<file path="src/rtl/fifo_pkg.sv">
// Shared FIFO sizing helpers and threshold legality checks.
// Used by both the single- and dual-clock FIFOs.
package fifo_pkg;

  function automatic int ptr_width(input int addrsize);
    return addrsize + 1;
  endfunction

  function automatic int depth_of(input int addrsize);
    return 1 << addrsize;
  endfunction

  function automatic bit thr_ok(
    input int addrsize,
    input int afull,
    input int aempty
  );
    int d;
    d = depth_of(addrsize);
    return (addrsize >= 1) &&
           (afull >= 1) && (afull <= d) &&
           (aempty >= 0) && (aempty <= d - 1) &&
           (aempty < afull);
  endfunction

endpackage

</file>
<file path="src/rtl/sfifo_mem.sv">
// Simple dual-port RAM: synchronous write, registered read.
// The array is not reset; only the read register is.
module sfifo_mem #(
  parameter int DW = 8,
  parameter int AW = 4
) (
  input  logic          clk,
  input  logic          rst_n,
  input  logic          we,
  input  logic [AW-1:0] waddr,
  input  logic [DW-1:0] wdata,
  input  logic          re,
  input  logic [AW-1:0] raddr,
  output logic [DW-1:0] rdata
);

  logic [DW-1:0] mem [2**AW];

  always_ff @(posedge clk) begin
    if (we) mem[waddr] <= wdata;
  end

  always_ff @(posedge clk or negedge rst_n) begin
    if (!rst_n) rdata <= '0;
    else if (re) rdata <= mem[raddr];
  end

endmodule

</file>
<file path="src/rtl/sync_fifo_prog.sv">
// Single-clock FIFO with occupancy count and programmable thresholds.
// Define SFIFO_ERR_EN to add sticky overflow/underflow flags.
module sync_fifo_prog
  import fifo_pkg::*;
#(
  parameter int DATASIZE   = 8,
  parameter int ADDRSIZE   = 4,
  parameter int AFULL_THR  = 12,
  parameter int AEMPTY_THR = 4
) (
  input  logic                clk,
  input  logic                rst_n,
  input  logic                winc,
  input  logic [DATASIZE-1:0] wdata,
  output logic                wfull,
  output logic                walmost_full,
  input  logic                rinc,
  output logic [DATASIZE-1:0] rdata,
  output logic                rempty,
  output logic                ralmost_empty,
  output logic [ADDRSIZE:0]   count
`ifdef SFIFO_ERR_EN
  ,
  output logic                overflow,
  output logic                underflow
`endif
);

  localparam int DEPTH = depth_of(ADDRSIZE);
  localparam int PW    = ptr_width(ADDRSIZE);

  localparam logic [PW-1:0] FULL_C = PW'(DEPTH);
  localparam logic [PW-1:0] AF_C   = PW'(AFULL_THR);
  localparam logic [PW-1:0] AE_C   = PW'(AEMPTY_THR);

  if (!thr_ok(ADDRSIZE, AFULL_THR, AEMPTY_THR)) begin : g_bad_thr
    $error("sync_fifo_prog: illegal threshold parameters");
  end

  logic [PW-1:0] wptr;
  logic [PW-1:0] rptr;
  logic          wr_ok;
  logic          rd_ok;

  assign wfull         = (count == FULL_C);
  assign rempty        = (count == '0);
  assign walmost_full  = (count >= AF_C);
  assign ralmost_empty = (count <= AE_C);

  assign wr_ok = winc & ~wfull;
  assign rd_ok = rinc & ~rempty;

  always_ff @(posedge clk or negedge rst_n) begin
    if (!rst_n) begin
      wptr  <= '0;
      rptr  <= '0;
      count <= '0;
    end else begin
      if (wr_ok) wptr <= wptr + 1'b1;
      if (rd_ok) rptr <= rptr + 1'b1;
      unique case (1'b1)
        wr_ok & ~rd_ok: count <= count + 1'b1;
        rd_ok & ~wr_ok: count <= count - 1'b1;
        default:        count <= count;
      endcase
    end
  end

`ifdef SFIFO_ERR_EN
  always_ff @(posedge clk or negedge rst_n) begin
    if (!rst_n) begin
      overflow  <= 1'b0;
      underflow <= 1'b0;
    end else begin
      overflow  <= overflow  | (winc & wfull);
      underflow <= underflow | (rinc & rempty);
    end
  end
`endif

  sfifo_mem #(
    .DW(DATASIZE),
    .AW(ADDRSIZE)
  ) u_mem (
    .clk  (clk),
    .rst_n(rst_n),
    .we   (wr_ok),
    .waddr(wptr[ADDRSIZE-1:0]),
    .wdata(wdata),
    .re   (rd_ok),
    .raddr(rptr[ADDRSIZE-1:0]),
    .rdata(rdata)
  );

endmodule

</file>
<file path="config.mk">
export PLATFORM = sky130hd
export DESIGN_NAME = sync_fifo_prog
export DESIGN_NICKNAME = d
export VERILOG_FILES = /design/src/rtl/fifo_pkg.sv /design/src/rtl/sfifo_mem.sv /design/src/rtl/sync_fifo_prog.sv
export SDC_FILE = /design/constraint.sdc
export NUM_CORES = 1
export LEC_CHECK = 0
export BUFFER_PORTS_ARGS = -buffer_cell sky130_fd_sc_hd__buf_2
export CAP_MARGIN = 20
export CORE_MARGIN = 4
export CORE_UTILIZATION = 50
export CTS_BUF_LIST = sky130_fd_sc_hd__clkbuf_4
export DETAILED_ROUTE_END_ITERATION = 16
export PLACE_DENSITY = 0.79
export SYNTH_ARGS = -nofsm -noshare
export SYNTH_HDL_FRONTEND = slang
export SYNTH_SLANG_ARGS = --single-unit
</file>
<file path="constraint.sdc">
create_clock -name clk -period 2.6 [get_ports clk]
set_input_delay 0.13 -clock clk [delete_from_list [all_inputs] [get_ports clk]]
set_output_delay 0.13 -clock clk [all_outputs]
set_load 0.02 [all_outputs]
</file>
; Yosys cells after proc, flatten, opt, wreduce, memory -nomap -nowiden
; Memories as Yosys holds them, arrays and structs flattened. A register that Yosys moved wholly into a read port is not among the register bits.
; Index checks and enable logic that the tools add are counted.
[totals]
in_bits = 12
n_memories = 1
wordCells = 25
ramBits = 128
output_inout_bits = 17
reg_bits = 15
[classes]
reduce_logical = 3
n_bitwise = 8
add_sub_neg = 4
n_eq_ne = 1
n_lt_le_gt_ge = 2
muxes = 3
[memory_table]
columns = name, depth, word_bits, read_ports, rd_clocked_by_memory_dff, write_ports, line_no
row1 = u_mem.mem, 16, 8, 1, 1, 1, sfifo_mem.sv:17  ; logic [DW-1:0] mem [2**AW];
[op_table]
columns = operator, count
row1 = 5-bit by 1-bit adder with 5-bit output (second input constant), 3
row2 = 5-bit one-hot mux with 2 select lines, 1
row3 = 5-bit equality test (second input constant), 1
row4 = 5-bit by 4-bit >= comparator with 1-bit output (second input constant), 1
row5 = 5-bit by 3-bit less-or-equal comparator with 1-bit output (second input constant), 1
row6 = 5-bit logical NOT, 1
row7 = 5-bit by 1-bit subtractor with 5-bit output (second input constant), 1
row8 = 1-bit bitwise AND, 4
row9 = 1-bit inverter, 4
row10 = 1-bit 2-to-1 mux, 2
row11 = 2-bit nonzero test, 1
row12 = 1-bit logical NOT, 1

; Logic depth before layout (Yosys ltp)
[logic_depth]
word_depth = 6
mapped_depth = 13
ltp_nobuf = 12

; By module
; A second synthesis with hierarchy kept.
[hier_totals]
cells_unflattened = 310
hier_area_um2 = 6098.3
[by_module_without_submodules]
columns = module, area_each_um2, cells_per_inst, seq_area_each_um2, instances
row1 = sfifo_mem, 5331.4, 240, 4043.9, 1
row2 = sync_fifo_prog, 767.0, 70, 325.3, 1

; Worst setup path after synthesis
; Ideal clock, no wire load.
[synth_timing]
kind = reg-to-reg
from = register count[1]
to = register count[4]
synth_period_minus_slack_ps = 3015
t_required_ps = 2464
setup_time_ps = 136
arrival_ps = 2879
setup_slack_ps = -415
stages_incl_launch_ff = 11
cell_sequence = dfrtp_1 -> or4_4 -> o21ai_4 -> inv_1 -> ha_1 -> ha_1 -> nor2b_1 -> o21ai_0 -> a21oi_1 -> or3b_2 -> xnor2_1
[synth_between]
elab_chain_cells = 6
word_cells_on_any_way = 14
cone_classes = 2 x add/sub / 1 x eq/ne / 1 x mux / 8 x bitwise / 2 x reduce/logical
[synth_rtl]
columns = element, line_no
row1 = "start, declared", sync_fifo_prog.sv:21  ; output logic [ADDRSIZE:0] count
row2 = "start signal, assigned", sync_fifo_prog.sv:62  ; wr_ok & ~rd_ok: count <= count + 1'b1;
row3 = "start signal, assigned", sync_fifo_prog.sv:63  ; rd_ok & ~wr_ok: count <= count - 1'b1;
row4 = "start signal, assigned", sync_fifo_prog.sv:64  ; default: count <= count;
row5 = 5-bit logical NOT *, sync_fifo_prog.sv:46  ; assign rempty = (count == '0);
row6 = 1-bit inverter *, sync_fifo_prog.sv:51  ; assign rd_ok = rinc & ~rempty;
row7 = 1-bit bitwise AND *, sync_fifo_prog.sv:51
row8 = net rd_ok, sync_fifo_prog.sv:43  ; logic rd_ok;
row9 = 1-bit inverter, sync_fifo_prog.sv:62
row10 = 1-bit bitwise AND, sync_fifo_prog.sv:62
row11 = 5-bit one-hot mux with 2 select lines or 2-bit nonzero test (tied branches), --
; The timed path passes the listed nets; every way through them passes the cells marked *.
; A chain may end at the register's enable or synchronous reset.

; Final worst setup path
[layout_timing]
from = register count[0]
to = register count[4]
; Same word-level chain as after synthesis.

==> key figures <==
Timing
  – Final worst setup slack: -0.0118 ns
  – Final worst-path cycle share: 1.00
  – RSZ-0062 raised after global routing: yes
  – Worst Max-Slew Pin Slew: 0.936 ns
  – FMAX: 0.383 GHz
  – Setup_tns: -0.0118 ns
  – Final hold vios: 0
  – WHS: 0.0648 ns
  – Min Clock Period, post-route: 2.61 ns
  – # setup viols final: 1
  – Slew Viols, Final: 0
  – Max-slew headroom: 0.374
  – Skew final: 0.0181 ns

Clocking
  – CTS Buf Count: 17
  – Clock sink count: 149
  – Deepest clock path buffer count: 2
  – Clock latency on the worst-skew pair: 0.54 ns
  – CTS tree: yes
  – Clk pin slew, worst setup/hold paths: 0.13 ns
  – Root buf cell: clkbuf_4
  – CTS H-Tree Depth: 4

Pwr
  – Peak VDD IR: 0.485 mV
  – Leakage: 2.40 nW
  – Pwr Density: 1060 mW/mm^2
  – Tot Pwr: 7.25 mW

Critical path
  – R2R setup slack: -0.01 ns
  – Worst EP required: 3.04 ns
  – CP max FO: 4
  – Crit end category: register
  – WS Path Type: reg -> reg
  – Startpoint Class: register
  – Worst EP arrival: 3.05 ns

Layout
  – Core occupancy in the finished layout: 0.592
  – Commonest non-fill, non-tap cell in the layout: edfxtp_1
  – Post-route cell area: 0.00685 mm^2
  – Area Overhead vs Synth: 14.6%
  – Diode count: 0
  – Most frequent cells in the layout: edfxtp_1 (128), mux4_2 (31), nand2_1 (30), buf_2 (28)
  – Layout cells sized above 1: 0.324
  – Nets: 401
  – Final Instance Count excl. Fillers: 535

Route
  – Vias per cell: 5.65
  – Wirelength, routed: 11,000 um
  – Routed Antenna Nets: 0
  – Via count: 3,022
  – Initial DRT Pass Iterations: 4
  – Avg WL per Cell: 20.5 um
  – 1st-iter DRT viols: 292
  – DR DRC count: 0

Global route
  – GRT Resource Usage Total: 0.170
  – Total global routing overflow: 0
  – Initial antenna violation count: 0
  – Largest net degree at the start of global routing: 33
  – First-pass GRT wire length: 17,500 um
  – Vias in the first global route: 3,178

Floorplan
  – Die area: 0.0138 mm^2
  – Die Ht: 117 um
  – Die width: 117 um
  – Starting Density: 0.517
  – Rows: 39
  – IO Pins: 29
  – Core area: 0.0116 mm^2

Status
  – Failing checks: negative setup slack
  – Status: complete, but fails checks

Placed design
  – Placed cell count: 492
  – Buffers on Ports: 28
  – Place WS: -0.0244 ns
  – Post-DP HPWL: 6800 um
  – Final GP Congestion: 0.754
  – DP Area: 0.00639 mm^2

Synth
  – Cell variety after synth: 34
  – Post-synth top flop: edfxtp_1
  – Mapped Cells: 319
  – Mapped Area: 0.00598 mm^2
  – Register bit total from synthesis: 149
  – Post-synth EDFFs: 128
  – Async set-reset flop share out of synthesis: 0.141
  – Syn nets: 341
  – Syn Area/Cell: 18.7 um^2
  – Register area share after synthesis: 0.731
  – Ys Warns: 0

Flow run
  – Max Cap Violations: 0

Hold path
  – HP Class: in -> reg
## cell type report
class                   instances  area (um^2)
clock inverters                15          206
clock buffers                  17          128
multi-input cells             145         1540
fillers                       827         4710
repair buffers                 57          395
well taps                     143          179
flip-flops and latches        149         4370
inverters                       9         33.8
## worst paths after layout
check,start,to,cells after the start
max in group asynchronous,rst_n,count[0]$_DFFE_PN0P_,2
worst max register to register,count[0]$_DFFE_PN0P_,count[4]$_DFFE_PN0P_,10
worst max-delay path,count[0]$_DFFE_PN0P_,count[4]$_DFFE_PN0P_,10
worst min-delay path,winc,wptr[0]$_DFFE_PN0P_,4
min in group asynchronous,rst_n,count[1]$_DFFE_PN0P_,2
worst min register to register,u_mem.rdata[7]$_DFFE_PN0P_,u_mem.rdata[7]$_DFFE_PN0P_,2
## Yosys cell counts (2+ instances only)
master / count / area [um^2]
xnor2_1: 8 / 70.1
nand2b_1: 3 / 18.8
edfxtp_1: 128 / 3840
buf_2: 4 / 20.0
buf_4: 4 / 30.0
a21o_1: 2 / 15.0
mux4_2: 31 / 698
nor2_1: 13 / 48.8
nor3_1: 5 / 25.0
dfrtp_1: 21 / 526
ha_1: 9 / 113
o21ai_0: 11 / 55.1
inv_1: 9 / 33.8
nand2_1: 30 / 113
o221ai_1: 7 / 61.3
a21oi_1: 2 / 10.0
mux4_1: 2 / 52.6
clkbuf_1: 5 / 18.8
xor2_1: 2 / 17.5
nand4_1: 2 / 12.5
mux2i_1: 8 / 80.1
## power by group
group          switching, mW  total (mW)  leakage (nW)  internal (mW)
sequential             0.286        3.26          1.40           2.97
clock                  0.834        1.60         0.162          0.768
combinational           1.26        2.39         0.839           1.14
## critical path, stage by stage, from the launching register on
cell and delay (ns):
dfrtp_2 0.44, or4_4 0.56, o21ai_4 0.15, inv_2 0.06, ha_4 0.18, ha_4 0.22, nor2b_2 0.15, o21ai_2 0.12
a21oi_1 0.08, or3b_4 0.39, xnor2_2 0.14
## state kept, by name, indices dropped and copies added, names as in the netlist
signal,count
u_mem.mem,128
u_mem.rdata,8
count,5
rptr,4
wptr,4
## routing by layer
layer  GRT usage  vias up  share of wire
met4      0.0718        0          0.016
li1            -     1382              -
met1       0.233     1547           0.43
met5           0        -              0
met2       0.271       78           0.50
met3      0.0342       15          0.054
## cells by family (layout without fill, tap and decap cells)
group	count (synthesis)	in the layout	share of synthesized area
AO/OA/AOI/OAI	24	24	0.0276
flip-flops	149	149	0.731
XOR/XNOR	10	10	0.0147
AND/OR/NAND/NOR	60	60	0.0448
multiplexers	41	41	0.139
buffers and inverters	25	98	0.0209
adder cells (fa/ha/maj)	10	10	0.0222
## repair_timing
action                                  CTS  global route
gates resized for setup                   3             2
pin swaps                                 2             0
hold buffers                             10             0
hold endpoints to repair                150             0
buffers inserted                          1             0
endpoints found under the setup margin    1             1
(Power assumes the default switching activity.)
